File: src/rtl/logic_unit_pipe_if.sv
// Operand/result handshake bundle for logic_unit_pipe.
// Carries out_popcnt only when LOGIC_UNIT_POPCOUNT_EN is defined.
interface logic_unit_pipe_if #(
    parameter int WIDTH = 32,
    parameter int OP_W  = 3
);
`ifdef LOGIC_UNIT_POPCOUNT_EN
    localparam int CNT_W = $clog2(WIDTH + 1);
`endif

    logic             in_valid;
    logic             in_ready;
    logic [OP_W-1:0]  in_op;
    logic [WIDTH-1:0] in_a;
    logic [WIDTH-1:0] in_b;
    logic             in_last;
    logic             out_valid;
    logic             out_ready;
    logic [WIDTH-1:0] out_result;
    logic             out_zero;
    logic             out_ones;
`ifdef LOGIC_UNIT_POPCOUNT_EN
    logic [CNT_W-1:0] out_popcnt;
`endif

`ifdef LOGIC_UNIT_POPCOUNT_EN
    modport slave (
        input  in_valid, in_op, in_a, in_b, in_last, out_ready,
        output in_ready, out_valid, out_result, out_zero, out_ones,
        output out_popcnt
    );
    modport master (
        output in_valid, in_op, in_a, in_b, in_last, out_ready,
        input  in_ready, out_valid, out_result, out_zero, out_ones,
        input  out_popcnt
    );
`else
    modport slave (
        input  in_valid, in_op, in_a, in_b, in_last, out_ready,
        output in_ready, out_valid, out_result, out_zero, out_ones
    );
    modport master (
        output in_valid, in_op, in_a, in_b, in_last, out_ready,
        input  in_ready, out_valid, out_result, out_zero, out_ones
    );
`endif
endinterface

File: src/rtl/logic_unit_pipe.sv
// One-stage valid/ready bitwise logic unit with OR-accumulate stream mode.
// Optional registered ones-count output enabled by LOGIC_UNIT_POPCOUNT_EN.
module logic_unit_pipe #(
    parameter int WIDTH = 32,
    parameter int OP_W  = 3
) (
    input logic            clk,
    input logic            reset,
    logic_unit_pipe_if.slave bus
);
    typedef enum logic [2:0] {
        OP_AND   = 3'd0,
        OP_OR    = 3'd1,
        OP_XOR   = 3'd2,
        OP_NOR   = 3'd3,
        OP_NAND  = 3'd4,
        OP_XNOR  = 3'd5,
        OP_ORACC = 3'd6,
        OP_PASSA = 3'd7
    } op_e;

    if (OP_W != 3) begin : g_bad_op_w
        $error("logic_unit_pipe: OP_W must be 3");
    end

    logic             accept;
    logic             vld_q;
    op_e              op;
    logic [WIDTH-1:0] a;
    logic [WIDTH-1:0] b;
    logic [WIDTH-1:0] res_d;
    logic [WIDTH-1:0] res_q;
    logic [WIDTH-1:0] acc_d;
    logic [WIDTH-1:0] acc_q;

    assign op = op_e'(bus.in_op);
    assign a  = bus.in_a;
    assign b  = bus.in_b;

    // A new beat fits whenever the output slot is empty or drains now.
    assign bus.in_ready = !vld_q || bus.out_ready;
    assign accept       = bus.in_valid && bus.in_ready;

    // Result of the beat currently presented at the input.
    always_comb begin
        res_d = '0;
        unique case (op)
            OP_AND:   res_d = a & b;
            OP_OR:    res_d = a | b;
            OP_XOR:   res_d = a ^ b;
            OP_NOR:   res_d = ~(a | b);
            OP_NAND:  res_d = ~(a & b);
            OP_XNOR:  res_d = ~(a ^ b);
            OP_ORACC: res_d = acc_q | a | b;
            OP_PASSA: res_d = a;
            default:  res_d = '0;
        endcase
    end

    // Accumulator only moves on accepted ORACC beats; last beat closes the stream.
    always_comb begin
        acc_d = acc_q;
        if (accept && op == OP_ORACC) begin
            if (bus.in_last) begin
                acc_d = '0;
            end else begin
                acc_d = res_d;
            end
        end
    end

    // Output slot and accumulator state; reset beats any same-cycle accept.
    always_ff @(posedge clk) begin
        if (reset) begin
            vld_q <= 1'b0;
            res_q <= '0;
            acc_q <= '0;
        end else begin
            acc_q <= acc_d;
            if (accept) begin
                vld_q <= 1'b1;
                res_q <= res_d;
            end else if (bus.out_ready) begin
                vld_q <= 1'b0;
            end
        end
    end

    assign bus.out_valid  = vld_q;
    assign bus.out_result = res_q;
    assign bus.out_zero   = (res_q == '0);
    assign bus.out_ones   = (res_q == '1);

`ifdef LOGIC_UNIT_POPCOUNT_EN
    localparam int CNT_W = $clog2(WIDTH + 1);

    function automatic logic [CNT_W-1:0] popcount(input logic [WIDTH-1:0] v);
        logic [CNT_W-1:0] n;
        n = '0;
        for (int i = 0; i < WIDTH; i++) begin
            n = n + CNT_W'(v[i]);
        end
        return n;
    endfunction

    logic [CNT_W-1:0] cnt_q;

    // Ones count captured at the same edge as the result it describes.
    always_ff @(posedge clk) begin
        if (reset) begin
            cnt_q <= '0;
        end else if (accept) begin
            cnt_q <= popcount(res_d);
        end
    end

    assign bus.out_popcnt = cnt_q;
`endif
endmodule

File: src/flat_wrapper.sv
// flat-port wrapper written by rule: the top's interface ports become plain ports
module logic_unit_pipe_flat 
#(
    parameter int WIDTH = 32,
    parameter int OP_W  = 3
)
  (clk, reset, bus_in_valid, bus_in_op, bus_in_a, bus_in_b, bus_in_last, bus_out_ready, bus_in_ready, bus_out_valid, bus_out_result, bus_out_zero, bus_out_ones);
  logic_unit_pipe_if #(.WIDTH(WIDTH), .OP_W(OP_W)) bus_i ();
  input logic clk;
  input logic reset;
  input wire logic [$bits(bus_i.in_valid)-1:0] bus_in_valid;
  input wire logic [$bits(bus_i.in_op)-1:0] bus_in_op;
  input wire logic [$bits(bus_i.in_a)-1:0] bus_in_a;
  input wire logic [$bits(bus_i.in_b)-1:0] bus_in_b;
  input wire logic [$bits(bus_i.in_last)-1:0] bus_in_last;
  input wire logic [$bits(bus_i.out_ready)-1:0] bus_out_ready;
  output wire logic [$bits(bus_i.in_ready)-1:0] bus_in_ready;
  output wire logic [$bits(bus_i.out_valid)-1:0] bus_out_valid;
  output wire logic [$bits(bus_i.out_result)-1:0] bus_out_result;
  output wire logic [$bits(bus_i.out_zero)-1:0] bus_out_zero;
  output wire logic [$bits(bus_i.out_ones)-1:0] bus_out_ones;
  assign bus_i.in_valid = bus_in_valid;
  assign bus_i.in_op = bus_in_op;
  assign bus_i.in_a = bus_in_a;
  assign bus_i.in_b = bus_in_b;
  assign bus_i.in_last = bus_in_last;
  assign bus_i.out_ready = bus_out_ready;
  assign bus_in_ready = bus_i.in_ready;
  assign bus_out_valid = bus_i.out_valid;
  assign bus_out_result = bus_i.out_result;
  assign bus_out_zero = bus_i.out_zero;
  assign bus_out_ones = bus_i.out_ones;
  logic_unit_pipe #(.WIDTH(WIDTH), .OP_W(OP_W)) u_core (.clk(clk), .reset(reset), .bus(bus_i));
endmodule
File: config.mk
export PLATFORM = sky130hd
export DESIGN_NAME = logic_unit_pipe_flat
export DESIGN_NICKNAME = d
export VERILOG_FILES = /design/src/rtl/logic_unit_pipe_if.sv /design/src/rtl/logic_unit_pipe.sv /design/src/flat_wrapper.sv
export SDC_FILE = /design/constraint.sdc
export NUM_CORES = 1
export LEC_CHECK = 0
export BUFFER_PORTS_ARGS = -buffer_cell sky130_fd_sc_hd__buf_2
export CORE_UTILIZATION = 40
export CTS_BUF_LIST = sky130_fd_sc_hd__clkbuf_8
export CTS_CLUSTER_SIZE = 20
export DETAILED_ROUTE_END_ITERATION = 6
export PLACE_DENSITY = 0.66
export SLEW_MARGIN = 20
export SYNTH_ARGS = -nofsm -noshare
export SYNTH_HDL_FRONTEND = slang
export SYNTH_SLANG_ARGS = --single-unit
File: constraint.sdc
create_clock -name clk -period 3.9 [get_ports clk]
set_clock_uncertainty 0.05 [all_clocks]
set_input_delay 0.585 -clock clk [delete_from_list [all_inputs] [get_ports clk]]
set_output_delay 0.585 -clock clk [all_outputs]
set_load 0.01 [all_outputs]
; ---- Word-level counts from Yosys, hierarchy flattened
; Index checks and enable logic that the tools add are counted.
[classes]
n_eq_ne = 8
mux = 4
bitwise = 8
reduce_logical = 7
[ops]
columns = op, n
row1 = $pmux 32 s8, 1
row2 = $not 32->32, 3
row3 = $or 32x32->32, 3
row4 = $and 32x32->32, 1
row5 = $eq 32x32->1 const B, 1
row6 = $logic_not 32->1, 1
row7 = $mux 32, 1
row8 = $xor 32x32->32, 1
row9 = $eq 3x3->1 const B, 4
row10 = $eq 3x2->1 const B, 2
row11 = $eq 3x1->1 const B, 1
row12 = $logic_not 3->1, 1
row13 = $logic_and 1x1->1, 2
row14 = $mux 1, 2
row15 = $reduce_bool 2->1, 1
row16 = $logic_not 1->1, 1
row17 = $logic_or 1x1->1, 1
[totals]
register_bits = 65
inputBits = 72
out_inout_bits = 36
wordCells = 30

; ---- Depth between registers and ports, before layout
; Gate-level depths: netlist of the first run.
[depth]
depth_word = 4
depth_mapped = 7
mapped_depth_nobuf = 6

; ---- Worst setup path after synthesis of the first run
; No wires, ideal clock.
[synth_path]
path_type = input to register
start = input bus_in_b[0]
end = register u_core.res_q[0], in the netlist u_core.bus.out_result[0]
setup_ns = 0.074
arrival_time_ns = 1.702
slack_ns = 2.073
stages = 6
path_buffers = 0
path_cell_list = inv_1 > ha_1 > a21oi_1 > nor2b_1 > or4_1 > a31oi_1
[synth_between]
elab_chain_cells = 3
[synth_lines]
columns = element, line_no
row1 = start: declaration, flat_wrapper.sv:14  ; input wire logic [$bits(bus_i.in_b)-1:0] bus_in_b;
row2 = $xor 32x32->32 (tied with other cells), "logic_unit_pipe.sv:50, logic_unit_pipe.sv:53"
row3 = "$not 32->32, on equally long branches", "logic_unit_pipe.sv:53, logic_unit_pipe.sv:52, logic_unit_pipe.sv:51"
row4 = $pmux 32 s8 (*), logic_unit_pipe.sv:47  ; unique case (op)
row5 = end signal: assignment, logic_unit_pipe.sv:82  ; res_q <= res_d;
row6 = end: declaration, logic_unit_pipe.sv:32  ; logic [WIDTH-1:0] res_q;
; Mark *: on every way between the ends. The rest lies on a longest branch, timed or not.
; A chain may end at the register's enable or synchronous reset.

; ---- Worst setup path after layout of the first run
[layout_path]
start = register u_core.res_q[0], in the netlist u_core.bus.out_result[0]
end = output bus_out_ones
[layout_between]
elab_chain_cells = 1
[layout_lines]
columns = element, line_no
row1 = $eq 32x32->1, logic_unit_pipe.sv:92  ; assign bus.out_ones = (res_q == '1);
row2 = end: declaration, flat_wrapper.sv:21  ; output wire logic [$bits(bus_i.out_ones)-1:0] bus_out_ones;
; Every way passes these cells.

==> results by group, run 1 <==
Status
  – Status: finished clean

Logic synthesis
  – Leading cell types by total area after synthesis: sky130_fd_sc_hd__dfxtp_1 24%, sky130_fd_sc_hd__ha_1 15%, sky130_fd_sc_hd__o21ai_0 5.1%, sky130_fd_sc_hd__inv_1 4.4%, sky130_fd_sc_hd__nand2_1 4.3%
  – Dominant cell type by area after synthesis: sky130_fd_sc_hd__dfxtp_1
  – Post-Synthesis Cells: 694
  – Number of flops mapped to enable cells by yosys: 0
  – Top cells by instance count after synthesis: 65 x sky130_fd_sc_hd__dfxtp_1, 65 x sky130_fd_sc_hd__inv_1, 64 x sky130_fd_sc_hd__ha_1, 63 x sky130_fd_sc_hd__nand2_1, 56 x sky130_fd_sc_hd__o21ai_0
  – Synth Cell Area: 0.005514 mm^2
  – Post-synthesis cell type count: 55
  – Leading register cell type out of synthesis: sky130_fd_sc_hd__dfxtp_1
  – Async SR Flop Fraction: 0%
  – Syn. warnings: 0
  – Register area share after synthesis: 23.60%
  – Synthesized net count: 830
  – Synthesis-stage register bit count: 65
  – Synthesized area per cell: 7.945 um^2
  – Area share of the leading cell type in the synthesized netlist: 23.60%

Power
  – LEAKAGE: 2.793 nW
  – Peak VDD IR: 0.1374 mV
  – Pwr dens: 292.2 mW/mm^2

Critical path
  – List of cells traversed by the critical path: nand4_1, or4_1, nor2_1, buf_2
  – Worst endpoint required time: 3.26 ns
  – Crit. End Element: output port
  – Worst-path cell with the longest stage delay: sky130_fd_sc_hd__or4_1
  – Top cell family by delay on the critical path: simple AND/OR/NAND/NOR gates
  – Total buffers and inverters traversed by the critical path: 1
  – Type of element launching the critical path: flop
  – Biggest cell delay along the critical path: 0.63 ns
  – Worst R2R Start: u_core.bus.out_valid
  – Launching instance or port of the critical path: u_core.bus.out_result[0]
  – Worst-path maximum fanout: 4
  – Arrival time of the worst setup path: 1.80 ns
  – Category of the most critical setup path: flop to output port

Final layout
  – Share of final-layout standard cells stronger than drive strength 1: 20.60%
  – Final instance count without filler cells: 948
  – Share of the core filled with cells in the final layout: 46.51%
  – Diodes inserted: 0
  – Final instance area: 0.006208 mm^2
  – Net total in the final layout: 903
  – Total of fill cells in the finished design: 1368
  – Layout-stage area growth over the synthesis result: 12.59%

Place
  – Cell total after placement: 932
  – Port Buffer Count: 107
  – Estimated wirelength of the detail-placed design: 11000 um
  – RD Place Congestion: 0.8169
  – Dpl cell area: 0.006020 mm^2

Clock tree
  – TritonCTS clock tree: done
  – Root buffer selected by CTS: sky130_fd_sc_hd__clkbuf_8
  – Deepest clock path buffer count: 2
  – Hold Buf Count CTS: 0
  – Number of H-tree levels: 3
  – Clk slew on worst S/H paths: 0.07 ns
  – Total setup buffers inserted after CTS: 0
  – Worst skew pair latency: 0.35 ns
  – Number of CTS-inserted buffers: 9
  – Post-cts repair resize count: 0
  – Num Clock Sinks: 65

Route
  – Vias/cell: 5.696
  – DRT iter0 DRCs: 432
  – Routed WL: 15930 um
  – Count of nets left with antenna violations after detail routing: 0
  – DRC violation count after routing: 0
  – Average routed wire per standard cell: 16.80 um
  – DRT Pass-1 Iters: 5
  – Via count: 5400

Floorplanning
  – Standard-cell rows: 42
  – I/O pin total: 108
  – Area of the die: 0.01426 mm^2
  – Width of the die: 119.4 um
  – Area of the core: 0.01335 mm^2
  – Starting density of the core: 41.31%
  – Die outline height: 119.4 um

GRT
  – GR Util All Layers: 22.51%
  – Initial antenna violation count: 0
  – First-pass GRT wire length: 25650 um
  – Largest net degree at the start of global routing: 77
  – Via count of the first global-routing pass: 5019
  – Total congestion overflow after global routing: 0

Worst hold path
  – Hold crit path type: flop to flop
  – Worst Min Path Start: u_core.acc_q[13]

STA
  – Share of the cycle needed by the critical path after routing: 62.51%
  – RSZ-0062 raised after global routing: no
  – Worst slew margin relative to its limit: 44.71%
  – Post-route setup TNS: 0 ns
  – Crit path time final: 2.438 ns
  – Worst hold slack: 0.4026 ns
  – Hold violation count in the final report: 0
  – Number of pins exceeding their max-slew limit in the final report: 0
  – Fmax achieved: 410.2 MHz
  – Number of setup violations in the final report: 0
  – Slew at the pin with the worst max-slew slack: 0.8274 ns

Job
  – Max-cap violations: 0
[power by group]
part / total, mW / switching, mW / internal (mW)
clock: 0.571 / 0.267 / 0.304
combinational: 0.502 / 0.293 / 0.209
sequential: 0.741 / 0.0420 / 0.699
[routing by layer]
layer	global-route usage, %	part of all wire (%)	vias up	routed length, um
met3	3.305	4.7	24	755
met5	0	0	-	0
met1	30.14	47	2559	7537
met2	35.83	45	145	7169
met4	9.766	2.9	0	466
li1	-	-	2672	-
[area by class of cell]
| class | count | area [um^2] | area share, % |
|---|---|---|---|
| inverter | 66 | 247.7 | 3.990 |
| timing repair buffer | 117 | 625.6 | 10.08 |
| clock buffer | 10 | 137.6 | 2.217 |
| multi-input combinational | 508 | 3625 | 58.38 |
| sequential | 65 | 1301 | 20.96 |
| tap | 176 | 220.2 | 3.547 |
| clock inverter | 6 | 51.30 | 0.8263 |
[sequential cells by signal, indices dropped and copies added (netlist names)]
signal / flops
u_core.acc_q: 32
u_core.bus.out_result: 32
u_core.bus.out_valid: 1
[logic make-up after synthesis]
kind of cell             after synthesis  synth area share [%]
AO/OA/AOI/OAI                        247                 30.72
buffers and inverters                121                 10.85
XOR/XNOR                              21                 3.336
multiplexers                           4                0.7261
adder cells (fa/ha/maj)               64                 14.52
AND/OR/NAND/NOR                      172                 16.25
flip-flops                            65                 23.60
[placed cells by master (no fill, tap or decap), types with 6 or more instances in the layout]
cell type                  Yosys  routed
sky130_fd_sc_hd__a21oi_1      21      20
sky130_fd_sc_hd__a221oi_2      6       6
sky130_fd_sc_hd__a32oi_1       9       9
sky130_fd_sc_hd__buf_2        23     106
sky130_fd_sc_hd__buf_4         6      10
sky130_fd_sc_hd__clkbuf_8      0      10
sky130_fd_sc_hd__dfxtp_1      65      65
sky130_fd_sc_hd__ha_1         64      64
sky130_fd_sc_hd__inv_1        65      68
sky130_fd_sc_hd__nand2_1      63      63
sky130_fd_sc_hd__nand2b_1      6       6
sky130_fd_sc_hd__nand4_1      10      10
sky130_fd_sc_hd__nor2_1       11      11
sky130_fd_sc_hd__nor2b_1      30      30
sky130_fd_sc_hd__nor3_1       23      23
sky130_fd_sc_hd__nor4_1        9       9
sky130_fd_sc_hd__o21a_1       12      12
sky130_fd_sc_hd__o21ai_0      56      56
sky130_fd_sc_hd__o21ai_1      42      42
sky130_fd_sc_hd__o221a_2      10      10
sky130_fd_sc_hd__o221ai_1     25      25
sky130_fd_sc_hd__o22a_1        9       9
sky130_fd_sc_hd__o22ai_1      30      30
sky130_fd_sc_hd__o31ai_1      10      10
sky130_fd_sc_hd__xor2_1       21      21
[path summary, 6_finish.rpt]
path,cells past startpoint,end,slack [ns]
max,4,bus_out_ones,1.46
min,2,u_core.acc_q[13],0.40
max reg2reg,5,u_core.bus.out_result[12],1.98
min reg2reg,2,u_core.acc_q[13],0.40
[tightest hold or removal path, cell delays in order, from the launching register on]
cell and delay (ns):
sky130_fd_sc_hd__dfxtp_1 0.32, sky130_fd_sc_hd__nand2_1 0.05, sky130_fd_sc_hd__o21ai_1 0.05
[metrics by stage]
step | power (mW) | setup slack (ns)
after floorplan | 1.087 | 2.073
after global placement | 1.251 | 1.269
after detailed placement | 1.254 | 1.265
after CTS | 1.819 | 1.443
after global routing | 1.912 | 1.402
final | 1.814 | 1.462
Power figures use the tool's default switching activity.
==> run 2, diff against run 1 <==
- PLACE_DENSITY: 0.66 -> 0.68
- clock period: 3.9 -> 2.1 ns (I/O delays scaled with it)
==> results by group, run 2 (synthesis results as in run 1) <==
Critical path
  – Worst-path maximum fanout: 4 (unchanged)
  – Total buffers and inverters traversed by the critical path: 1 (unchanged)
  – Crit. End Element: output port
  – List of cells traversed by the critical path: nand4_1, or4_4, nor2_1, buf_2
  – Worst-path cell with the longest stage delay: sky130_fd_sc_hd__or4_4
  – Arrival time of the worst setup path: 1.67 ns (-0.13 ns)
  – Worst endpoint required time: 1.74 ns (-1.52 ns)
  – Biggest cell delay along the critical path: 0.59 ns (-0.04 ns)
  – Category of the most critical setup path: flop to output port
  – Top cell family by delay on the critical path: simple AND/OR/NAND/NOR gates
  – Type of element launching the critical path: flop

Clock tree
  – Number of CTS-inserted buffers: 9 (unchanged)
  – Root buffer selected by CTS: sky130_fd_sc_hd__clkbuf_8
  – Hold Buf Count CTS: 0 (unchanged)
  – Deepest clock path buffer count: 2 (unchanged)
  – Worst skew pair latency: 0.35 ns (about the same)
  – Num Clock Sinks: 65 (unchanged)
  – Number of H-tree levels: 3 (unchanged)
  – TritonCTS clock tree: done
  – Clk slew on worst S/H paths: 0.07 ns (about the same)

Route
  – Routed WL: 16330 um (+2.5%)
  – DRT iter0 DRCs: 308 (-29%)
  – Count of nets left with antenna violations after detail routing: 0 (unchanged)
  – Average routed wire per standard cell: 16.91 um (+0.63%)
  – Via count: 5430 (+0.56%)
  – DRC violation count after routing: 0 (unchanged)
  – DRT Pass-1 Iters: 5 (unchanged)
  – Vias/cell: 5.621 (-1.3%)

STA
  – Setup WS post-layout: 0.06672 ns (-1.395 ns)
  – RSZ-0062 raised after global routing: no
  – Worst slew margin relative to its limit: 62.07% (+17 points)
  – Hold violation count in the final report: 0 (unchanged)
  – Slew at the pin with the worst max-slew slack: 0.5690 ns (-0.2584 ns)
  – Share of the cycle needed by the critical path after routing: 96.82%
  – Crit path time final: 2.033 ns
  – Fmax achieved: 491.8 MHz
  – Post-route setup TNS: 0 ns (unchanged)
  – Number of pins exceeding their max-slew limit in the final report: 0 (unchanged)
  – Number of setup violations in the final report: 0 (unchanged)

Place
  – Port Buffer Count: 107 (unchanged)
  – RD Place Congestion: 0.8272 (+1.3%)
  – Estimated wirelength of the detail-placed design: 11580 um (+5.3%)
  – Worst-case setup slack after placement: 0.2359 ns (-1.029 ns)
  – Cell total after placement: 951 (+2.0%)

GRT
  – Total congestion overflow after global routing: 0 (unchanged)
  – GR Util All Layers: 23.25% (+0.74 points)
  – First-pass GRT wire length: 26380 um (+2.9%)
  – Via count of the first global-routing pass: 5124 (+2.1%)
  – Initial antenna violation count: 0 (unchanged)
  – Largest net degree at the start of global routing: 39 (-49%)

Final layout
  – Diodes inserted: 0 (unchanged)
  – Share of the core filled with cells in the final layout: 48.25% (+1.7 points)
  – Total of fill cells in the finished design: 1338 (-2.2%)
  – Share of final-layout standard cells stronger than drive strength 1: 23.54% (+2.9 points)
  – Most frequent cells in the layout: 106 x sky130_fd_sc_hd__buf_2, 66 x sky130_fd_sc_hd__inv_1, 64 x sky130_fd_sc_hd__ha_1
  – Net total in the final layout: 922 (+2.1%)
  – Layout-stage area growth over the synthesis result: 16.79%
  – Final instance count without filler cells: 966 (+1.9%)
  – Leading cell type in the layout, fill and taps excluded: sky130_fd_sc_hd__buf_2

Floorplanning
  – Starting density of the core: 41.31% (unchanged)
  – Width of the die: 119.4 um (unchanged)
  – I/O pin total: 108 (unchanged)
  – Area of the die: 0.01426 mm^2 (unchanged)
  – Standard-cell rows: 42 (unchanged)
  – Area of the core: 0.01335 mm^2 (unchanged)
  – Die outline height: 119.4 um (unchanged)

Worst hold path
  – Hold crit path type: input pin to flop

Status
  – Status: finished clean

Power
  – Peak VDD IR: 0.2771 mV (+100%)
  – LEAKAGE: 2.912 nW (+4.3%)
  – Pwr dens: 561.9 mW/mm^2 (+92%)

Job
  – Max-cap violations: 0 (unchanged)
==> run 2: changes by cell type in the layout (fill, tap and decap cells not counted) <==
cell | before | now
sky130_fd_sc_hd__dfxtp_1 | 65 | 59
sky130_fd_sc_hd__clkinv_2 | 2 | 0
sky130_fd_sc_hd__or4_4 | 1 | 2
sky130_fd_sc_hd__bufinv_16 | 1 | 2
sky130_fd_sc_hd__dfxtp_2 | 0 | 6
sky130_fd_sc_hd__buf_12 | 1 | 4
sky130_fd_sc_hd__buf_4 | 10 | 26
sky130_fd_sc_hd__clkbuf_8 | 10 | 12
sky130_fd_sc_hd__or4_1 | 3 | 2
sky130_fd_sc_hd__inv_1 | 68 | 66
==> run 2: power by group <==
group | leakage [nW] | switching (mW) | internal, mW
Clock | 0.120 | 0.502 | 0.756
Combinational | 2.26 | 0.562 | 0.422
Sequential | 0.533 | 0.0759 | 1.30
==> run 2: layout make-up <==
cell class                 count  area, um^2  share of cell area [%]
sequential                    65        1309                   20.32
multi-input combinational    508        3628                   56.34
inverter                      66       247.7                   3.847
timing repair buffer         136       805.8                   12.51
clock buffer                  12       165.2                   2.565
clock inverter                 3       63.81                  0.9909
tap                          176       220.2                   3.419
==> run 2: through the flow <==
| step | total power, mW | hold WS [ns] | instance area [um^2] |
|---|---|---|---|
| 2_1_floorplan | 2.019 | 0.3754 | 5514 |
| 3_3_place_gp | 2.365 | 0.3827 | 6200 |
| 3_5_place_dp | 2.374 | 0.3900 | 6200 |
| 4_1_cts | 3.631 | 0.2530 | 6434 |
| 5_1_grt | 3.810 | 0.2746 | 6440 |
| 6_report | 3.619 | 0.2663 | 6440 |
==> run 2: routing by layer <==
metal	track usage, %	vias up	wire, um
li1	-	2709	-
met1	31.34	2516	7529
met2	37.03	178	7451
met3	3.305	27	885
met4	9.688	0	466
met5	0	-	0
==> run 2: final timing paths <==
kind	cells past startpoint	from	slack (ns)	end
max	4	u_core.bus.out_result[5]	0.07	bus_out_ones
min	2	reset	0.27	u_core.bus.out_valid
max reg2reg	5	u_core.bus.out_valid	0.29	u_core.bus.out_result[23]
min reg2reg	2	u_core.acc_q[18]	0.40	u_core.acc_q[18]
==> run 2: worst reg2reg max path: stages (launching register included) <==
cell	delay, ns
sky130_fd_sc_hd__dfxtp_1	0.31
sky130_fd_sc_hd__nand2b_1	0.22
sky130_fd_sc_hd__nor3b_4	0.56
sky130_fd_sc_hd__buf_4	0.30
sky130_fd_sc_hd__o21ai_0	0.10
sky130_fd_sc_hd__o21ai_0	0.19
==> run 2: timing repair <==
item	in CTS	in global routing
pin swaps	0	1
gates resized for setup	2	5
setup endpoints to repair	1	2
buffers inserted	0	0
==> run 3, diff against run 2 <==
--- a/config.mk
+++ b/config.mk
@@ -12,3 +12,3 @@
 export DETAILED_ROUTE_END_ITERATION = 6
-export PLACE_DENSITY = 0.68
+export PLACE_DENSITY = 0.66
 export SLEW_MARGIN = 20
==> constraint.sdc (replaced) <==
create_clock -name clk -period 2.15 [get_ports clk]
set_clock_uncertainty 0.05 [all_clocks]
set_input_delay 0.215 -clock clk [delete_from_list [all_inputs] [get_ports clk]]
set_output_delay 0.215 -clock clk [all_outputs]
set_load 0.01 [all_outputs]
==> results by group, run 3 (synthesis results as in run 1) <==
Floorplanning
  – I/O pin total: 108 (unchanged)
  – Starting density of the core: 41.31% (unchanged)
  – Area of the die: 0.01426 mm^2 (unchanged)
  – Die outline height: 119.4 um (unchanged)
  – Width of the die: 119.4 um (unchanged)
  – Standard-cell rows: 42 (unchanged)
  – Area of the core: 0.01335 mm^2 (unchanged)

Critical path
  – Arrival time of the worst setup path: 1.83 ns (+0.16 ns)
  – Worst endpoint required time: 1.88 ns (+0.14 ns)
  – Register-to-Register Setup Slack: 0.29 ns (about the same)
  – Category of the most critical setup path: flop to output port
  – Type of element launching the critical path: flop
  – Worst-path maximum fanout: 4 (unchanged)
  – Crit. End Element: output port

STA
  – Fmax achieved: 476.8 MHz
  – Slew at the pin with the worst max-slew slack: 0.5312 ns (-0.03783 ns)
  – Worst slew margin relative to its limit: 64.59% (+2.5 points)
  – Worst hold slack: 0.1553 ns (-0.1110 ns)
  – Hold violation count in the final report: 0 (unchanged)
  – Number of setup violations in the final report: 0 (unchanged)
  – Post-route setup TNS: 0 ns (unchanged)
  – Crit path time final: 2.097 ns
  – Share of the cycle needed by the critical path after routing: 97.55%
  – RSZ-0062 raised after global routing: no
  – Number of pins exceeding their max-slew limit in the final report: 0 (unchanged)

Clock tree
  – Deepest clock path buffer count: 2 (unchanged)
  – Num Clock Sinks: 65 (unchanged)
  – Post-cts repair resize count: 0 (-2)
  – Number of CTS-inserted buffers: 9 (unchanged)
  – Worst skew pair latency: 0.36 ns (about the same)
  – TritonCTS clock tree: done
  – Hold Buf Count CTS: 0 (unchanged)
  – Total setup buffers inserted after CTS: 0 (unchanged)
  – Number of H-tree levels: 3 (unchanged)
  – Clk slew on worst S/H paths: 0.08 ns (about the same)
  – Root buffer selected by CTS: sky130_fd_sc_hd__clkbuf_8

Route
  – Vias/cell: 5.691 (+1.3%)
  – Met3 routed wirelength: 1031 um (+16%)
  – Uppermost layer routed: met4
  – Average routed wire per standard cell: 16.84 um (-0.41%)
  – DRT Pass-1 Iters: 5 (unchanged)
  – Met2 Routed Length: 7338 um (-1.5%)
  – Routed WL: 16100 um (-1.4%)
  – DRT iter0 DRCs: 387 (+26%)
  – Via count: 5441 (+0.20%)
  – Count of nets left with antenna violations after detail routing: 0 (unchanged)
  – Routed length on met1: 7368 um (-2.1%)
  – DRC violation count after routing: 0 (unchanged)

GRT
  – GR Util All Layers: 22.91% (-0.34 points)
  – Initial antenna violation count: 0 (unchanged)
  – Largest net degree at the start of global routing: 36 (-7.7%)
  – Total congestion overflow after global routing: 0 (unchanged)
  – First-pass GRT wire length: 26000 um (-1.4%)
  – Via count of the first global-routing pass: 5050 (-1.4%)

Final layout
  – Diodes inserted: 0 (unchanged)
  – Share of final-layout standard cells stronger than drive strength 1: 21.79% (-1.7 points)
  – Leading cell type in the layout, fill and taps excluded: sky130_fd_sc_hd__buf_2
  – Layout-stage area growth over the synthesis result: 15.75%
  – Most frequent cells in the layout: 106 x sky130_fd_sc_hd__buf_2, 65 x sky130_fd_sc_hd__inv_1, 65 x sky130_fd_sc_hd__dfxtp_1
  – Net total in the final layout: 911 (-1.2%)

Worst hold path
  – Hold crit path type: input pin to flop

Power
  – LEAKAGE: 2.863 nW (-1.7%)
  – Pwr dens: 568.6 mW/mm^2 (+1.2%)
  – Peak VDD IR: 0.2334 mV (-16%)

Place
  – Port Buffer Count: 107 (unchanged)
  – Estimated wirelength of the detail-placed design: 11230 um (-3.0%)
  – RD Place Congestion: 0.8575 (+3.7%)

Status
  – Status: finished clean

Job
  – Max-cap violations: 0 (unchanged)
## run 3: changes by cell type in the layout (fill, tap and decap cells not counted)
cell and change:
sky130_fd_sc_hd__buf_12 +1, sky130_fd_sc_hd__buf_4 -12, sky130_fd_sc_hd__bufinv_16 +1, sky130_fd_sc_hd__clkbuf_8 -2, sky130_fd_sc_hd__clkinv_4 +2, sky130_fd_sc_hd__clkinvlp_4 +1, sky130_fd_sc_hd__dfxtp_1 +6, sky130_fd_sc_hd__dfxtp_2 -6
sky130_fd_sc_hd__inv_1 -1, sky130_fd_sc_hd__or4_1 +1, sky130_fd_sc_hd__or4_4 -1
## run 3: worst max-delay path: stages (launching register included)
cell and delay (ns):
sky130_fd_sc_hd__dfxtp_1 0.47, sky130_fd_sc_hd__nand4_1 0.14, sky130_fd_sc_hd__or4_1 0.56, sky130_fd_sc_hd__nor2_1 0.15, sky130_fd_sc_hd__buf_2 0.15
## run 3: stage by stage
step	utilization, %	power, mW	area [um^2]	worst slack, ns	instances
after floorplan	-	1.972	5514	0.6480	694
after global placement	45.92	2.295	6130	0.3267	940
after detailed placement	45.92	2.299	6130	0.2763	940
after CTS	47.82	3.644	6382	0.05303	956
after global routing	47.82	3.819	6382	0.01999	956
final	47.82	3.629	6382	0.05262	956
## run 3: layer usage
layer,vias to the layer above,GRT usage [%]
met1,2539,30.90
met2,175,37.06
met3,29,3.927
met5,-,0
li1,2698,-
met4,0,7.187
## run 3: final timing paths
path                            cells after the start                startpoint                   end
worst max register to register                      4      u_core.bus.out_valid       u_core.acc_q[3]
worst max-delay path                                4  u_core.bus.out_result[6]          bus_out_ones
worst min register to register                      2          u_core.acc_q[12]      u_core.acc_q[12]
worst min-delay path                                2                     reset  u_core.bus.out_valid
## run 3: area by class of cell
type,count,area (um^2)
fill,1368,6965
multi-input combinational,508,3625
sequential,65,1301
timing repair buffer,125,735.7
inverter,66,247.7
tap,176,220.2
clock buffer,10,137.6
clock inverter,6,115.1
## run 3: power by group
part / switching (mW) / total [mW] / internal, mW
clock: 0.543 / 1.35 / 0.806
sequential: 0.0773 / 1.34 / 1.27
combinational: 0.538 / 0.935 / 0.398
total: 1.16 / 3.63 / 2.47
